`src/rtl/proc_scheduler_pkg.sv`:
```
// Shared definitions for the round-robin process scheduler: default sizing,
// the reset quantum and the FSM state encoding.
package proc_scheduler_pkg;

    localparam int NPROC_DEF       = 8;    // process slots (power of two, 2..8)
    localparam int QW_DEF          = 16;   // quantum counter width
    localparam int DEF_QUANTUM_DEF = 100;  // quantum loaded at reset

    typedef enum logic [1:0] {
        S_IDLE,    // nothing scheduled
        S_RUN,     // cur_proc owns the core, quantum counting down
        S_REQ,     // preemption requested, waiting for swap_ack
        S_SWITCH   // single cycle: install next_proc, reload quantum
    } state_t;

endpackage

```
`src/rtl/proc_scheduler_if.sv`:
```
// Core <-> scheduler signal bundle. The master side is the core / OS
// (drives control and process management), the slave side is the scheduler.
interface proc_scheduler_if
    import proc_scheduler_pkg::*;
#(
    parameter int NPROC = NPROC_DEF,
    parameter int QW    = QW_DEF
);
    localparam int LW = $clog2(NPROC);

    logic             sched_en;
    logic             hlt;
    logic             kernel_mode;
    logic             quantum_wr;
    logic [QW-1:0]    quantum_in;
    logic             proc_create;
    logic             proc_kill;
    logic [LW-1:0]    proc_id;
    logic             swap_ack;
    logic             intrpt_req;
    logic [LW-1:0]    cur_proc;
    logic [LW-1:0]    next_proc;
    logic [NPROC-1:0] ready_mask;
    logic             idle;

    modport master (
        output sched_en, hlt, kernel_mode, quantum_wr, quantum_in,
               proc_create, proc_kill, proc_id, swap_ack,
        input  intrpt_req, cur_proc, next_proc, ready_mask, idle
    );

    modport slave (
        input  sched_en, hlt, kernel_mode, quantum_wr, quantum_in,
               proc_create, proc_kill, proc_id, swap_ack,
        output intrpt_req, cur_proc, next_proc, ready_mask, idle
    );

endinterface

```
`src/rtl/proc_scheduler_rr_picker.sv`:
```
// Round-robin search: first ready slot strictly after cur_proc, wrapping
// NPROC-1 -> 0. cur_proc itself is visited last, so it is returned only when
// it is the sole ready slot. Returns 0 with valid=0 when nothing is ready.
module proc_scheduler_rr_picker #(
    parameter int NPROC = 8,
    localparam int LW   = $clog2(NPROC)
) (
    input  logic [NPROC-1:0] ready_mask,
    input  logic [LW-1:0]    cur_proc,
    output logic [LW-1:0]    next_proc,
    output logic             valid
);

    logic [LW-1:0] idx;

    // Scan farthest-to-nearest so the nearest ready slot is the last writer.
    // NOTE: every always_comb output gets a default first; a path that skips an assignment would infer a latch.
    always_comb begin
        next_proc = '0;
        idx       = '0;
        valid     = |ready_mask;
        for (int i = NPROC; i >= 1; i--) begin
            idx = LW'((int'(cur_proc) + i) % NPROC);
            if (ready_mask[idx]) begin
                next_proc = idx;
            end
        end
    end

endmodule

```
`src/rtl/proc_scheduler.sv`:
```
// Quantum-based round-robin process scheduler. Counts down the running
// process's quantum, requests preemption from the interruption logic when
// it expires and another process is ready, and installs the successor once
// the core acknowledges the context swap.
module proc_scheduler
    import proc_scheduler_pkg::*;
#(
    parameter int NPROC       = NPROC_DEF,
    parameter int QW          = QW_DEF,
    parameter int DEF_QUANTUM = DEF_QUANTUM_DEF
) (
    input logic              clock,
    input logic              reset,
    proc_scheduler_if.slave  bus
);

    localparam int LW = $clog2(NPROC);

    state_t           state, state_nxt;
    logic [LW-1:0]    cur_proc, cur_proc_nxt;
    logic [LW-1:0]    next_q, next_q_nxt;     // successor frozen for REQ / chosen in IDLE
    logic [NPROC-1:0] ready_mask, mask_nxt;
    logic [QW-1:0]    count, count_nxt;
    logic [QW-1:0]    quantum;
    logic             intrpt_req;
    logic             idle;

    logic [LW-1:0]    pick_base;
    logic [LW-1:0]    pick;
    logic             pick_valid;
    logic             dec;
    logic             other_nxt;
    logic [NPROC-1:0] cur_onehot;

    // Ready bits after this cycle's create/kill; kill is applied last so it wins.
    always_comb begin
        mask_nxt = ready_mask;
        if (bus.proc_create) mask_nxt[bus.proc_id] = 1'b1;
        if (bus.proc_kill)   mask_nxt[bus.proc_id] = 1'b0;
    end

    // Search origin: IDLE wants the lowest ready slot (start after NPROC-1);
    // SWITCH re-validates the frozen choice (first ready at or after next_q);
    // otherwise search after the running process.
    always_comb begin
        pick_base = cur_proc;
        if (state == S_IDLE)   pick_base = LW'(NPROC - 1);
        if (state == S_SWITCH) pick_base = next_q - LW'(1);
    end

    proc_scheduler_rr_picker #(.NPROC(NPROC)) rr_picker (
        .ready_mask (ready_mask),
        .cur_proc   (pick_base),
        .next_proc  (pick),
        .valid      (pick_valid)
    );

    // Next-state, quantum countdown and process selection.
    always_comb begin
        state_nxt    = state;
        cur_proc_nxt = cur_proc;
        next_q_nxt   = next_q;
        count_nxt    = count;
        dec          = bus.sched_en && !bus.hlt && !bus.kernel_mode;
        cur_onehot   = '0;
        cur_onehot[cur_proc] = 1'b1;
        other_nxt    = |(mask_nxt & ~cur_onehot);

        case (state)
            S_IDLE: begin
                if (bus.sched_en && pick_valid) begin
                    state_nxt  = S_SWITCH;
                    next_q_nxt = pick;
                end
            end
            S_RUN: begin
                if (mask_nxt == '0) begin
                    state_nxt = S_IDLE;               // cur_proc keeps its last value
                end else if (!mask_nxt[cur_proc]) begin
                    // Running process was killed: it cannot keep the core, so
                    // the switch is requested regardless of sched_en.
                    state_nxt  = S_REQ;
                    next_q_nxt = pick;
                    count_nxt  = '0;
                end else if (dec) begin
                    if (count == QW'(1)) begin
                        if (other_nxt) begin
                            state_nxt  = S_REQ;
                            next_q_nxt = pick;
                            count_nxt  = '0;
                        end else begin
                            count_nxt = quantum;      // sole ready process keeps running
                        end
                    end else begin
                        count_nxt = count - QW'(1);
                    end
                end
            end
            S_REQ: begin
                // sched_en is ignored here: an issued request runs to completion.
                if (bus.swap_ack) state_nxt = S_SWITCH;
            end
            S_SWITCH: begin
                if (!pick_valid) begin
                    state_nxt = S_IDLE;
                end else begin
                    state_nxt    = S_RUN;
                    cur_proc_nxt = pick;
                    count_nxt    = quantum;
                end
            end
            default: state_nxt = S_IDLE;
        endcase
    end

    // State register; intrpt_req and idle are registered from the next state.
    // NOTE: sequential state uses non-blocking assignments so every register samples pre-edge values.
    always_ff @(posedge clock or posedge reset) begin
        if (reset) begin
            state      <= S_IDLE;
            cur_proc   <= '0;
            next_q     <= '0;
            ready_mask <= '0;
            count      <= '0;
            quantum    <= QW'(DEF_QUANTUM);
            intrpt_req <= 1'b0;
            idle       <= 1'b1;
        end else begin
            state      <= state_nxt;
            cur_proc   <= cur_proc_nxt;
            next_q     <= next_q_nxt;
            ready_mask <= mask_nxt;
            count      <= count_nxt;
            if (bus.quantum_wr && (bus.quantum_in != '0)) begin
                quantum <= bus.quantum_in;            // used from the next reload on
            end
            intrpt_req <= (state_nxt == S_REQ);
            idle       <= (state_nxt == S_IDLE);
        end
    end

    assign bus.intrpt_req = intrpt_req;
    assign bus.cur_proc   = cur_proc;
    assign bus.next_proc  = (state == S_REQ) ? next_q : pick;
    assign bus.ready_mask = ready_mask;
    assign bus.idle       = idle;

endmodule

```
`src/flat_wrapper.sv`:
```
// flat-port wrapper written by rule: the top's interface ports become plain ports
module proc_scheduler_flat import proc_scheduler_pkg::*;
#(
    parameter int NPROC       = NPROC_DEF,
    parameter int QW          = QW_DEF,
    parameter int DEF_QUANTUM = DEF_QUANTUM_DEF
)
  (clock, reset, bus_sched_en, bus_hlt, bus_kernel_mode, bus_quantum_wr, bus_quantum_in, bus_proc_create, bus_proc_kill, bus_proc_id, bus_swap_ack, bus_intrpt_req, bus_cur_proc, bus_next_proc, bus_ready_mask, bus_idle);
  proc_scheduler_if #(.NPROC(NPROC), .QW(QW)) bus_i ();
  input logic clock;
  input logic reset;
  input wire logic [$bits(bus_i.sched_en)-1:0] bus_sched_en;
  input wire logic [$bits(bus_i.hlt)-1:0] bus_hlt;
  input wire logic [$bits(bus_i.kernel_mode)-1:0] bus_kernel_mode;
  input wire logic [$bits(bus_i.quantum_wr)-1:0] bus_quantum_wr;
  input wire logic [$bits(bus_i.quantum_in)-1:0] bus_quantum_in;
  input wire logic [$bits(bus_i.proc_create)-1:0] bus_proc_create;
  input wire logic [$bits(bus_i.proc_kill)-1:0] bus_proc_kill;
  input wire logic [$bits(bus_i.proc_id)-1:0] bus_proc_id;
  input wire logic [$bits(bus_i.swap_ack)-1:0] bus_swap_ack;
  output wire logic [$bits(bus_i.intrpt_req)-1:0] bus_intrpt_req;
  output wire logic [$bits(bus_i.cur_proc)-1:0] bus_cur_proc;
  output wire logic [$bits(bus_i.next_proc)-1:0] bus_next_proc;
  output wire logic [$bits(bus_i.ready_mask)-1:0] bus_ready_mask;
  output wire logic [$bits(bus_i.idle)-1:0] bus_idle;
  assign bus_i.sched_en = bus_sched_en;
  assign bus_i.hlt = bus_hlt;
  assign bus_i.kernel_mode = bus_kernel_mode;
  assign bus_i.quantum_wr = bus_quantum_wr;
  assign bus_i.quantum_in = bus_quantum_in;
  assign bus_i.proc_create = bus_proc_create;
  assign bus_i.proc_kill = bus_proc_kill;
  assign bus_i.proc_id = bus_proc_id;
  assign bus_i.swap_ack = bus_swap_ack;
  assign bus_intrpt_req = bus_i.intrpt_req;
  assign bus_cur_proc = bus_i.cur_proc;
  assign bus_next_proc = bus_i.next_proc;
  assign bus_ready_mask = bus_i.ready_mask;
  assign bus_idle = bus_i.idle;
  proc_scheduler #(.NPROC(NPROC), .QW(QW), .DEF_QUANTUM(DEF_QUANTUM)) u_core (.clock(clock), .reset(reset), .bus(bus_i));
endmodule
```
`config.mk`:
```
export PLATFORM = sky130hd
export DESIGN_NAME = proc_scheduler_flat
export DESIGN_NICKNAME = d
export VERILOG_FILES = /design/src/rtl/proc_scheduler_pkg.sv /design/src/rtl/proc_scheduler_if.sv /design/src/rtl/proc_scheduler_rr_picker.sv /design/src/rtl/proc_scheduler.sv /design/src/flat_wrapper.sv
export SDC_FILE = /design/constraint.sdc
export NUM_CORES = 1
export LEC_CHECK = 0
export BUFFER_PORTS_ARGS = -buffer_cell sky130_fd_sc_hd__buf_2
export CAP_MARGIN = 10
export CORE_UTILIZATION = 40
export CTS_CLUSTER_DIAMETER = 80
export DETAILED_ROUTE_END_ITERATION = 8
export GPL_TIMING_DRIVEN = 0
export MAX_ROUTING_LAYER = met4
export SLEW_MARGIN = 25
export SYNTH_ARGS = -nofsm -noshare
export SYNTH_HDL_FRONTEND = slang
export SYNTH_SLANG_ARGS = --single-unit
```
`constraint.sdc`:
```
create_clock -name clock -period 4.85 [get_ports clock]
set_input_delay 0.485 -clock clock [delete_from_list [all_inputs] [get_ports clock]]
set_output_delay 0.485 -clock clock [all_outputs]
set_load 0.05 [all_outputs]
```
==> reports/qor.yml <==
worstSkewPairLatency_ns: 0.31
ios: 44
cts_buffer_depth: 2
setup_viol: 0
use_met2_pct: 32.7
hold_path_class: "input port to async pin"
grt_util_all_layers_pct: 22.4
die_x_um: 100
fin_crit_sh_pct: 93.0
wl_um: 10300
start_util_pct: 41.7
grt_pass1_wl_um: 17200
synth_seq_cells: 50
yosysTopAreaCell: "dfrtp_1"
status: "finished, final reports clean"
drv_slew: 0
syn_area_mm2: 0.00387
grt_start_max_net_pins: 51
syn_nets: 451
avgRoutedWirePerCell_um: 17.2
reg2reg_from: "u_core.state[1]"
die_h_um: 100
area_delta_synth_final_pct: 12.8
drtPass1Iterations: 5
netlist_instances: 418
r2r_slack_ns: 1.34
cts.sinks: 50
criticalPathCategory: "flop to output pin"
ys_dominant_reg_cell: "dfrtp_1"
drc_errors: 0
met1_usage_pct: 33.2
whs_ns: 0.252
path_max_fanout: 10
top_usage_layer: "met1"
nets: 501
finalCriticalPeriod_ns: 4.51
drt-vias-per-instance: 6.03
antenna_cells: 0
finClkSkew_ns: 0.00849
yosys.cell_types.count: 90
cts_root_buffer: "clkbuf_8"
grt_remaining_overflow: 0
grt_pass1_vias: 3277
arrival_ns: 4.03
hold_viol_final: 0
postRouteAntennaNets: 0
core_area_mm2: 0.00928
path_clk_slew_ns: 0.10
ctsHtreeMaxLevel: 2
cp-end-kind: "output pin"
yosys_warnings: 0
postCtsHoldBufs: 0
antenna_found_initial: 0
nFillCells: 927
slew_headroom_pct: 49.3
avgSynthCellArea_um2: 9.25
port_buffers: 42
num_vias: 3605
worstMarginPinSlew_ns: 0.742
cts_tree: "built"
drt_iter0_drc: 200
r2r-end: "u_core.bus.cur_proc[0]"
required_ns: 4.37
dp_hpwl_um: 7750
synth_edf_count: 0
ys_seq_area_share_pct: 32.5
cap_violations: 0
cp-start-kind: "flop"
dieArea_mm2: 0.0101
layout_commonest_cell: "buf_2"
place_congestion: 0.912
cts_buffers: 5
drive_gt1_share_pct: 26.4
yosys.area.top_type_share_pct: 29.8
async_reset_ff_share_pct: 100
num_rows: 35
use_met3_pct: 2.86
final_cell_mix: "50 x buf_2, 46 x dfrtp_1, 31 x nand2_1"
ys_top_cells_by_area: "dfrtp_1 30%, mux2_2 6.7%, mux4_2 3.5%, nand2_1 3.0%, o21ai_0 3.0%"
worstRegToRegCells: 12
timing.fmax_mhz: 222
[worst max-delay path by stage]
stage,depth (start not counted),from,to,slack [ns]
finish,14,u_core.state[1],bus_next_proc[2],0.34
floorplan,12,u_core.bus.cur_proc[0],bus_next_proc[2],0.39
CTS,14,u_core.state[1],bus_next_proc[2],0.21
global placement,14,u_core.state[1],bus_next_proc[2],0.49
detailed placement,14,u_core.state[1],bus_next_proc[2],0.59
global route,14,u_core.state[1],bus_next_proc[2],-0.001
[flip-flops by register name, summed over array words and instances (netlist names)]
signal and flops:
u_core.bus.cur_proc 3, u_core.state 2, u_core.bus.ready_mask 8, u_core.quantum 16, u_core.bus.idle 1, u_core.count 16
u_core.next_q 3, u_core.bus.intrpt_req 1
[metrics by stage]
stage          instance area (um^2)  cells   TNS (ns)  setup slack [ns]  utilization [%]
6_report                       4360    598          0             0.339             47.0
5_1_grt                        4360    598  -0.000980         -0.000980             47.0
4_1_cts                        4330    597          0             0.210             46.6
3_5_place_dp                   4240    589          0             0.587             45.7
3_3_place_gp                   4240    589          0             0.494             45.7
2_1_floorplan                  3870    418          0             0.391                -
[logic make-up after synthesis]
kind of cell,after synthesis,share of synthesized area [%]
flip-flops,50,32.5
buffers and inverters,48,5.73
adder cells (fa/ha/maj),5,1.62
AND/OR/NAND/NOR,127,19.3
XOR/XNOR,9,2.43
multiplexers,37,12.4
AO/OA/AOI/OAI,142,26.0
[area by class of cell]
type | count | area, um^2 | area share [%]
clock buffers | 6 | 72.6 | 1.66
flip-flops and latches | 50 | 1260 | 28.8
multi-input cells | 320 | 2410 | 55.4
plain buffers | 22 | 125 | 2.87
well taps | 129 | 161 | 3.70
clock inverters | 2 | 13.8 | 0.316
inverters | 26 | 100 | 2.29
repair buffers | 43 | 218 | 4.99
[synthesized netlist by cell type (all sizes together), types with 3 or more instances]
cell,instances
inv,25
nor4b,3
or3,4
a2bb2oi,3
mux2i,6
nor3b,4
nand3,5
a22oi,10
a211o,4
a211oi,8
a31oi,8
a21oi,19
mux2,25
buf,12
and4b,3
dfstp,4
xnor2,7
and3,6
a32oi,3
ha,5
nand2b,5
mux4,6
o211ai,5
nand2,31
o32ai,4
o22ai,6
nor4,8
nor2,21
and2,5
clkbuf,10
nor3,13
nand4,3
and4bb,3
dfrtp,46
nand4b,3
o21ai,40
[worst max-delay path: stages, from the launching register on]
cell and delay, ns:
dfrtp_1 0.38, buf_2 0.19, and3_1 0.26, a21oi_2 0.23
buf_2 0.29, ha_1 0.31, clkbuf_2 0.22, o311ai_0 0.15
o32ai_2 0.20, a21boi_0 0.31, nor4b_2 0.26, o21bai_1 0.09
a32o_1 0.32, a31oi_1 0.21, buf_2 0.29
[repair_timing]
| item | CTS | global route |
|---|---|---|
| resized for setup | 0 | 5 |
| buffers inserted | 0 | 1 |
| endpoints found under the setup margin | 0 | 2 |
[layer usage]
layer,vias to the layer above,share of wire [%]
met5,-,0
met4,0,0.87
met3,10,5.1
met2,132,44
met1,1761,50
li1,1702,-
Power is left out: the tool's default activity adds up to more than one toggle a clock period on the data nets, which glitch-free logic cannot reach.
